### config.mk
export PLATFORM = sky130hd
export DESIGN_NAME = tmds_encoder_3ch
export DESIGN_NICKNAME = d
export VERILOG_FILES = /design/src/rtl/tmds_encoder_3ch.sv
export SDC_FILE = /design/constraint.sdc
export NUM_CORES = 1
export LEC_CHECK = 0
export CAP_MARGIN = 30
export CORE_MARGIN = 2
export CORE_UTILIZATION = 40
export DETAILED_ROUTE_END_ITERATION = 6
export SLEW_MARGIN = 40
export SYNTH_ARGS = -nofsm -noshare
export SYNTH_HDL_FRONTEND = slang
export SYNTH_SLANG_ARGS = --single-unit
export TNS_END_PERCENT = 100
### constraint.sdc
create_clock -name i_pixel_clk -period 5.1 [get_ports i_pixel_clk]
set_clock_uncertainty 0.05 [all_clocks]
set_input_delay 0.765 -clock i_pixel_clk [delete_from_list [all_inputs] [get_ports i_pixel_clk]]
set_output_delay 0.765 -clock i_pixel_clk [all_outputs]
set_load 0.02 [all_outputs]
### src/rtl/tmds_encoder_3ch.sv
// tmds_encoder_3ch: three-channel TMDS 8b/10b encoder, two-stage pipeline with per-channel running disparity.
// Define TMDS_ENC_DISP_MON_EN to expose the disparity counters and a sticky out-of-range flag.
module tmds_encoder_3ch #(
  parameter int DISP_W         = 5,
  parameter bit BLANK_CLR_DISP = 1'b1
) (
  input  logic       i_pixel_clk,
  input  logic       i_pixel_rst,
  input  logic       i_de,
  input  logic       i_hsync,
  input  logic       i_vsync,
  input  logic [7:0] i_pixel_r,
  input  logic [7:0] i_pixel_g,
  input  logic [7:0] i_pixel_b,
  output logic [9:0] o_tmds_r,
  output logic [9:0] o_tmds_g,
  output logic [9:0] o_tmds_b,
  output logic       o_de
`ifdef TMDS_ENC_DISP_MON_EN
  ,
  output logic signed [DISP_W-1:0] o_disp_r,
  output logic signed [DISP_W-1:0] o_disp_g,
  output logic signed [DISP_W-1:0] o_disp_b,
  output logic                     o_disp_err
`endif
);
  localparam logic signed [DISP_W-1:0] ZR = '0;
  logic [7:0] d [3];
  logic [9:0] sym_o [3];
  logic de_q, hs_q, vs_q;
  assign d[0] = i_pixel_b;
  assign d[1] = i_pixel_g;
  assign d[2] = i_pixel_r;
  assign o_tmds_b = sym_o[0];
  assign o_tmds_g = sym_o[1];
  assign o_tmds_r = sym_o[2];
`ifdef TMDS_ENC_DISP_MON_EN
  localparam logic signed [DISP_W-1:0] PK = DISP_W'(8);
  localparam logic signed [DISP_W-1:0] NK = -PK;
  logic signed [DISP_W-1:0] cnt_o [3];
  logic oor;
  assign o_disp_b = cnt_o[0];
  assign o_disp_g = cnt_o[1];
  assign o_disp_r = cnt_o[2];
  assign oor = cnt_o[0] > PK || cnt_o[0] < NK || cnt_o[1] > PK || cnt_o[1] < NK ||
               cnt_o[2] > PK || cnt_o[2] < NK;
`endif
  always_ff @(posedge i_pixel_clk or negedge i_pixel_rst)
    if (!i_pixel_rst) begin
      de_q <= 1'b0;
      hs_q <= 1'b0;
      vs_q <= 1'b0;
      o_de <= 1'b0;
`ifdef TMDS_ENC_DISP_MON_EN
      o_disp_err <= 1'b0;
`endif
    end else begin
      de_q <= i_de;
      hs_q <= i_hsync;
      vs_q <= i_vsync;
      o_de <= de_q;
`ifdef TMDS_ENC_DISP_MON_EN
      o_disp_err <= o_disp_err | oor;
`endif
    end
  for (genvar c = 0; c < 3; c++) begin : g_ch
    logic [3:0] n1, n1q;
    logic xnor_sel, q8, case_a, case_b;
    logic [8:0] qm_c, q_m;
    logic [1:0] ctl;
    logic [9:0] sym, sym_nxt;
    logic signed [DISP_W-1:0] cnt, cnt_nxt, bal;
    always_comb begin
      n1 = 4'($countones(d[c]));
      xnor_sel = n1 > 4'd4 || (n1 == 4'd4 && !d[c][0]);
      qm_c = {!xnor_sel, 7'b0, d[c][0]};
      for (int i = 1; i < 8; i++)
        qm_c[i] = xnor_sel ? ~(qm_c[i-1] ^ d[c][i]) : qm_c[i-1] ^ d[c][i];
    end
    // bal is the signed ones-minus-zeros balance of the 8 data bits
    always_comb begin
      q8 = q_m[8];
      n1q = 4'($countones(q_m[7:0]));
      bal = DISP_W'({n1q, 1'b0}) - DISP_W'(8);
      case_a = cnt == ZR || bal == ZR;
      case_b = (cnt > ZR && bal > ZR) || (cnt < ZR && bal < ZR);
      ctl = (c == 0) ? {vs_q, hs_q} : 2'b00;
      sym_nxt = !de_q ? (ctl == 2'd0 ? 10'h354 : ctl == 2'd1 ? 10'h0AB : ctl == 2'd2 ? 10'h154 : 10'h2AB) :
                case_a ? {!q8, q8, q8 ? q_m[7:0] : ~q_m[7:0]} :
                case_b ? {1'b1, q8, ~q_m[7:0]} : {1'b0, q8, q_m[7:0]};
      cnt_nxt = !de_q ? (BLANK_CLR_DISP ? ZR : cnt) :
                case_a ? (q8 ? cnt + bal : cnt - bal) :
                case_b ? cnt + DISP_W'({q8, 1'b0}) - bal : cnt + bal - DISP_W'({!q8, 1'b0});
    end
    always_ff @(posedge i_pixel_clk or negedge i_pixel_rst)
      if (!i_pixel_rst) begin
        q_m <= '0;
        sym <= 10'h354;
        cnt <= ZR;
      end else begin
        q_m <= qm_c;
        sym <= sym_nxt;
        cnt <= cnt_nxt;
      end
    assign sym_o[c] = sym;
`ifdef TMDS_ENC_DISP_MON_EN
    assign cnt_o[c] = cnt;
`endif
  end
endmodule

**After elaboration in Yosys (flattened, before gate mapping)**

Index checks and enable logic that the tools add are counted.

- Register bits after elaboration: 76
- Input port bits: 29
- Output and inout bits: 31
- Word-level logic and storage cells: 220

- Add/sub/neg operators: 60
- Magnitude comparators: 15
- Equal/unequal tests: 5
- Muxes and demuxes: 48
- Bitwise gates (word level): 45
- Reductions and logical operators: 34

Operator list:

| kind | count |
|---|---|
| 10-bit two-way mux | 12 |
| 5-bit two-way mux | 12 |
| 1-bit by 1-bit adder with 2-bit output | 24 |
| 2-bit by 2-bit adder with 3-bit output | 12 |
| 5-bit by 1-bit > comparator with 1-bit output (second input constant) | 6 |
| 5-bit zero test | 6 |
| 5-bit by 1-bit less-than comparator with 1-bit output (second input constant) | 6 |
| 5-bit subtractor | 6 |
| 3-bit by 3-bit adder with 4-bit output | 6 |
| 8-bit two-way mux | 3 |
| 8-bit NOT | 3 |
| 1-bit two-way mux | 21 |
| 1-bit NOT | 21 |
| 1-bit bitwise XOR | 21 |
| 5-bit by 2-bit adder with 5-bit output | 3 |
| 5-bit adder | 3 |
| 5-bit by 2-bit subtractor with 5-bit output | 3 |
| 5-bit by 4-bit subtractor with 5-bit output (second input constant) | 3 |
| 4-bit by 3-bit == test with 1-bit output (second input constant) | 3 |
| 4-bit by 3-bit > comparator with 1-bit output (second input constant) | 3 |
| 1-bit logical AND | 9 |
| 1-bit zero test | 9 |
| 1-bit logical OR | 9 |
| 2-bit by 1-bit == test with 1-bit output (second input constant) | 1 |
| 2 further kinds | 2 |

**Logic depth before layout (Yosys ltp)**

Gate-level depths: netlist of the first run.

- Word-level depth: 25
- Gate-level depth with buffers: 16
- Depth with buffers taken out: 16

**Worst setup path before layout of the first run**

No wires, ideal clock.

- Path type: register to register
- From: register g_ch[0].q_m[0]
- To: register g_ch[0].cnt[4]
- Library setup time: 0.126 ns
- Arrival time: 4.293 ns
- Required time: 4.924 ns
- Setup slack: 0.632 ns
- Stages on the path, launching flop included: 15
- Path buffers: 0
- Period minus slack after synthesis: 4.468 ns
- Cells stage by stage: dfrtp_1 > fa_1 > inv_1 > fa_1 > fa_1 > inv_1 > ha_1 > fa_1 > inv_1 > fa_1 > xnor2_1 > nand3_1 > xnor3_1 > and2_1 > o311a_1

- Word-level cells in the longest chain between the ends: 10
- Elaborated cells between the ends (all ways): 19
- Those cells by class: add/sub (8); order compare (2); mux (4); reduce/logical (5)

RTL lines:

| what | line | source |
|---|---|---|
| start: declaration | 69 | `logic [8:0] qm_c, q_m;` |
| start signal: assignment | 101 | `q_m <= qm_c;` |
| 1-bit by 1-bit adder with 2-bit output (not written as such) * | 83 | `n1q = 4'($countones(q_m[7:0]));` |
| 2-bit by 2-bit adder with 3-bit output (not written as such) * | 83 |  |
| 3-bit by 3-bit adder with 4-bit output (not written as such) * | 83 |  |
| 5-bit by 4-bit subtractor with 5-bit output * | 84 | `bal = DISP_W'({n1q, 1'b0}) - DISP_W'(8);` |
| parallel branches: the longest is 4 deep, another holds 5-bit adder | - |  |
| 5-bit two-way mux * | 92 | `case_a ? (q8 ? cnt + bal : cnt - bal) :` |
| 5-bit two-way mux * | 91 | `cnt_nxt = !de_q ? (BLANK_CLR_DISP ? ZR : cnt) :` |
| net g_ch[0].cnt_nxt[4] | 72 | `logic signed [DISP_W-1:0] cnt, cnt_nxt, bal;` |
| end signal: assignment | 103 | `cnt <= cnt_nxt;` |
| end: declaration | 72 |  |

Mark *: on every way through the listed nets, which the timed path passes.

**Final worst setup path of the first run**

- From: register g_ch[1].q_m[0]
- To: register g_ch[1].cnt[4]

- Word-level cells in the longest chain between the ends: 10
- Elaborated cells between the ends (all ways): 19
- Those cells by class: add/sub (8); order compare (2); mux (4); reduce/logical (5)

RTL lines:

| what | line |
|---|---|
| start: declaration | 69 |
| start signal: assignment | 101 |
| 1-bit by 1-bit adder with 2-bit output (not written as such) * | 83 |
| 2-bit by 2-bit adder with 3-bit output (not written as such) * | 83 |
| 3-bit by 3-bit adder with 4-bit output (not written as such) * | 83 |
| 5-bit by 4-bit subtractor with 5-bit output * | 84 |
| parallel branches: the longest is 4 deep, another holds 5-bit adder | - |
| 5-bit two-way mux * | 92 |
| 5-bit two-way mux * | 91 |
| net g_ch[1].cnt_nxt[4] | 72 |
| end signal: assignment | 103 |
| end: declaration | 72 |

Marks and branches as above.

==> metrics.md, run 1 <==
| Metric | Value |
|---|---|
| Initial standard-cell utilization of the core | 0.411 |
| Largest cells by area after synthesis | sky130_fd_sc_hd__dfrtp_1, sky130_fd_sc_hd__fa_1, sky130_fd_sc_hd__ha_1 |
| Mean instance size in the synthesized netlist | 10.9 sq um |
| Minimum clock period | 4.72 ns |
| Die height | 123 um |
| Placed cell count | 757 |
| Clock-pin slew on the worst setup and hold paths | 0.06 ns |
| CTS-repair resized insts | 0 |
| Most numerous cell in the Yosys netlist | sky130_fd_sc_hd__inv_1 |
| Signed area change from the synthesized netlist to the final layout | 20.0% |
| Synth warnings | 0 |
| Fraction of final layout cells with drive strength greater than 1 | 0.0944 |
| Most frequent cells after synthesis | sky130_fd_sc_hd__inv_1, sky130_fd_sc_hd__ha_1, sky130_fd_sc_hd__dfrtp_1, sky130_fd_sc_hd__xnor2_1, sky130_fd_sc_hd__fa_1 |
| Portion of netlist area occupied by mux cells | 0.00439 |
| Cells after Synth | 521 |
| Max Fclk | 0.212 GHz |
| HPWL after detailed placement | 8.68 mm |
| Total global routing overflow | 0 |
| Fin util | 0.493 |
| Path category of the worst min-delay check | input pin to asynchronous set/reset pin |
| Remaining design rule violation count | 0 |
| Number of sinks driven by the clock tree | 73 |
| Worst hold-check slack | 0.368 ns |
| Least-Margin Pin Slew | 0.669 ns |
| Number of nets still failing antenna checks after routing | 0 |
| Register area share after synthesis | 0.324 |
| Post-CTS Setup Repair Bufs | 0 |
| Async set-reset flop share out of synthesis | 1.00 |
| DRT Wirelength | 10.8 mm |
| Mapped Nets | 649 |
| Share of synthesized cell area in full adder, half adder and majority cells | 0.269 |
| Vias per Instance | 4.67 |
| Clock H-tree levels | 3 |
| Number of buffers created by CTS | 9 |
| Synth Area in Compound Gates | 0.103 |
| Destination of the worst register-to-register timing path | g_ch[1].cnt[4] |
| Number of max-slew violations in the final report | 0 |
| Count of TritonRoute iterations in the first routing pass | 4 |
| First-pass GRT wire length | 18.7 mm |
| Die footprint | 0.0152 sq mm |
| CTS tree | yes |
| Area of the core | 0.0139 sq mm |
| Critical path start-end classification | register to register |
| Final RePlAce weighted congestion | 0.853 |
| FF-to-FF Start | g_ch[1].q_m[0] |
| Data arrival at the endpoint of the critical path | 4.89 ns |
| Fraction of post-synthesis cell area in the top cell type by area | 0.254 |
| Largest buffer count on any clock path | 2 |
| Cell area after technology mapping | 0.00570 sq mm |
| Nature of the critical path startpoint | register |
| Fin. Hold Viols | 0 |
| Xor and xnor fraction of the mapped netlist area | 0.148 |
| FF+latch count, synth | 73 |
| Pin count of the biggest net entering global routing | 74 |
| Worst reg2reg setup slack | 0.38 ns |
| Number of failing setup endpoints in the final timing report | 0 |
| Main combinational cell family by area after synthesis | adder cells |
| Drt wl/cell | 14.0 um |
| Worst rel slew slack | 0.554 |
| Setup repair after global routing missed its margin | no |
| Max Cap Viol | 0 |
| Initial antenna violation count | 0 |
| Final total negative setup slack | 0 ns |
| Final Instance Count excl. Fillers | 773 |
| Clock Root Buffer | sky130_fd_sc_hd__clkbuf_16 |
| Simple-gate share of the synthesized area | 0.0856 |
| Total routing usage reported by global routing | 0.159 |
| Final Net Count | 716 |
| Final clock period utilization by the worst path | 0.926 |
| Via count of the first global-routing pass | 3923 |
| CTS Hold Bufs | 0 |
| Number of enable flip-flop cells after synthesis | 0 |
| Initial DRC count | 132 |
| Detailed-route via count | 3612 |
| Status | finished clean |
| Count of standard-cell rows | 43 |
| Cells on worst reg2reg path | 14 |
| Port buffer count | 59 |
| Clock latency on the worst-skew pair | 0.34 ns |
| Critical path data required time | 5.27 ns |
| Largest fanout of any net on the critical path | 4 |
| Sort of element at the end of the critical path | register |
| Top FF cell, synth | sky130_fd_sc_hd__dfrtp_1 |
| Count of unique library cells instantiated by Yosys | 44 |
| Antenna cell count | 0 |
| Post-synthesis cell type with the largest combined area | sky130_fd_sc_hd__dfrtp_1 |
| Die Wd | 123 um |
| Number of top-level design ports | 60 |
[cell usage in the layout, fill, tap and decap left out, drive strengths merged, types with 2 or more instances in the layout]
| cell | synthesis | routed |
|---|---|---|
| o311a | 6 | 6 |
| clkdlybuf4s50 | 0 | 58 |
| o32ai | 3 | 3 |
| o21bai | 3 | 3 |
| or2 | 3 | 3 |
| o211a | 4 | 4 |
| a21oi | 28 | 28 |
| and3 | 2 | 2 |
| nor3 | 4 | 4 |
| nor2b | 12 | 12 |
| bufinv | 0 | 2 |
| a31oi | 3 | 3 |
| o2bb2ai | 3 | 3 |
| a211o | 2 | 2 |
| xnor2 | 55 | 55 |
| xor2 | 27 | 27 |
| inv | 97 | 99 |
| and2 | 13 | 13 |
| ha | 60 | 60 |
| dfstp | 15 | 15 |
| clkinvlp | 0 | 2 |
| o21ai | 6 | 6 |
| a211oi | 3 | 3 |
| buf | 0 | 3 |
| or3 | 6 | 6 |
| nor3b | 3 | 3 |
| or3b | 3 | 3 |
| xnor3 | 3 | 3 |
| nor2 | 12 | 12 |
| nand3 | 2 | 2 |
| nand2b | 6 | 6 |
| fa | 39 | 39 |
| dfrtp | 58 | 58 |
| nand2 | 23 | 23 |
| o22ai | 3 | 3 |
| a21o | 3 | 3 |
| o211ai | 3 | 3 |
| clkbuf | 5 | 9 |
[sequential cells by signal, summed over array words and instances (netlist names)]
| register | count |
|---|---|
| g_ch.q_m | 27 |
| hs_q | 1 |
| o_de | 1 |
| o_tmds_g | 10 |
| de_q | 1 |
| g_ch.cnt | 12 |
| o_tmds_r | 10 |
| vs_q | 1 |
| o_tmds_b | 10 |
[worst max path at each step]
stage	start	slack (ns)	to
4_1_cts	g_ch[1].q_m[0]	0.36	g_ch[1].cnt[4]
2_1_floorplan	g_ch[0].q_m[0]	0.63	g_ch[0].cnt[4]
3_3_place_gp	i_pixel_r[0]	0.50	g_ch[2].q_m[7]
6_report	g_ch[1].q_m[0]	0.38	g_ch[1].cnt[4]
5_1_grt	g_ch[1].q_m[0]	0.11	g_ch[1].cnt[4]
3_5_place_dp	g_ch[1].q_m[0]	0.38	g_ch[1].cnt[4]
[layout make-up]
type | count | area, sq um
clock buffers | 9 | 225
clock inverters | 7 | 101
fillers | 1276 | 7040
inverters | 97 | 364
multi-input cells | 346 | 3470
flip-flops and latches | 73 | 1850
well taps | 180 | 225
repair buffers | 61 | 607
[cell families after synthesis]
kind of cell / after synthesis
mux: 2
fa+ha+maj: 99
simple gates: 89
buf+inv: 102
xor+xnor: 86
flops: 73
compound gates: 70
[metrics by stage]
step                      cell area, sq um  setup slack [ns]
after floorplan                       5700             0.632
after global placement                6510             0.496
after detailed placement              6520             0.377
after CTS                             6840             0.359
after global routing                  6840             0.108
final                                 6840             0.377
[metal layers]
layer | global-route usage | up-vias | share of wire | routed length [um]
met1 | 0.218 | 1750 | 0.47 | 5050
met4 | 0.0582 | 0 | 0.020 | 217
li1 | - | 1784 | - | -
met2 | 0.253 | 63 | 0.48 | 5160
met3 | 0.0295 | 15 | 0.039 | 422
met5 | 0 | - | 0 | 0
[worst max-delay path, stage by stage (launching register included)]
cell and delay, ns:
sky130_fd_sc_hd__dfrtp_1 0.41, sky130_fd_sc_hd__fa_1 0.53, sky130_fd_sc_hd__inv_1 0.05, sky130_fd_sc_hd__fa_1 0.44
sky130_fd_sc_hd__fa_1 0.49, sky130_fd_sc_hd__inv_1 0.05, sky130_fd_sc_hd__ha_1 0.20, sky130_fd_sc_hd__fa_1 0.59
sky130_fd_sc_hd__inv_1 0.11, sky130_fd_sc_hd__fa_1 0.44, sky130_fd_sc_hd__xnor2_1 0.25, sky130_fd_sc_hd__nand3_1 0.15
sky130_fd_sc_hd__xnor3_1 0.36, sky130_fd_sc_hd__and2_1 0.16, sky130_fd_sc_hd__o311a_1 0.32
Power of run 1 is not shown: default switching activity piles up to over one toggle a cycle in this logic, so the estimate is an artifact.
==> inputs of run 2 (changes only) <==
--- a/constraint.sdc
+++ b/constraint.sdc
@@ -3,3 +3,3 @@
 set_input_delay 0.765 -clock i_pixel_clk [delete_from_list [all_inputs] [get_ports i_pixel_clk]]
 set_output_delay 0.765 -clock i_pixel_clk [all_outputs]
-set_load 0.02 [all_outputs]
+set_load 0.01 [all_outputs]
==> results of run 2 <==
Same layout as run 1: the final DEF is identical, and so are final timing and power.
Power of run 2 is left out for the same reason.
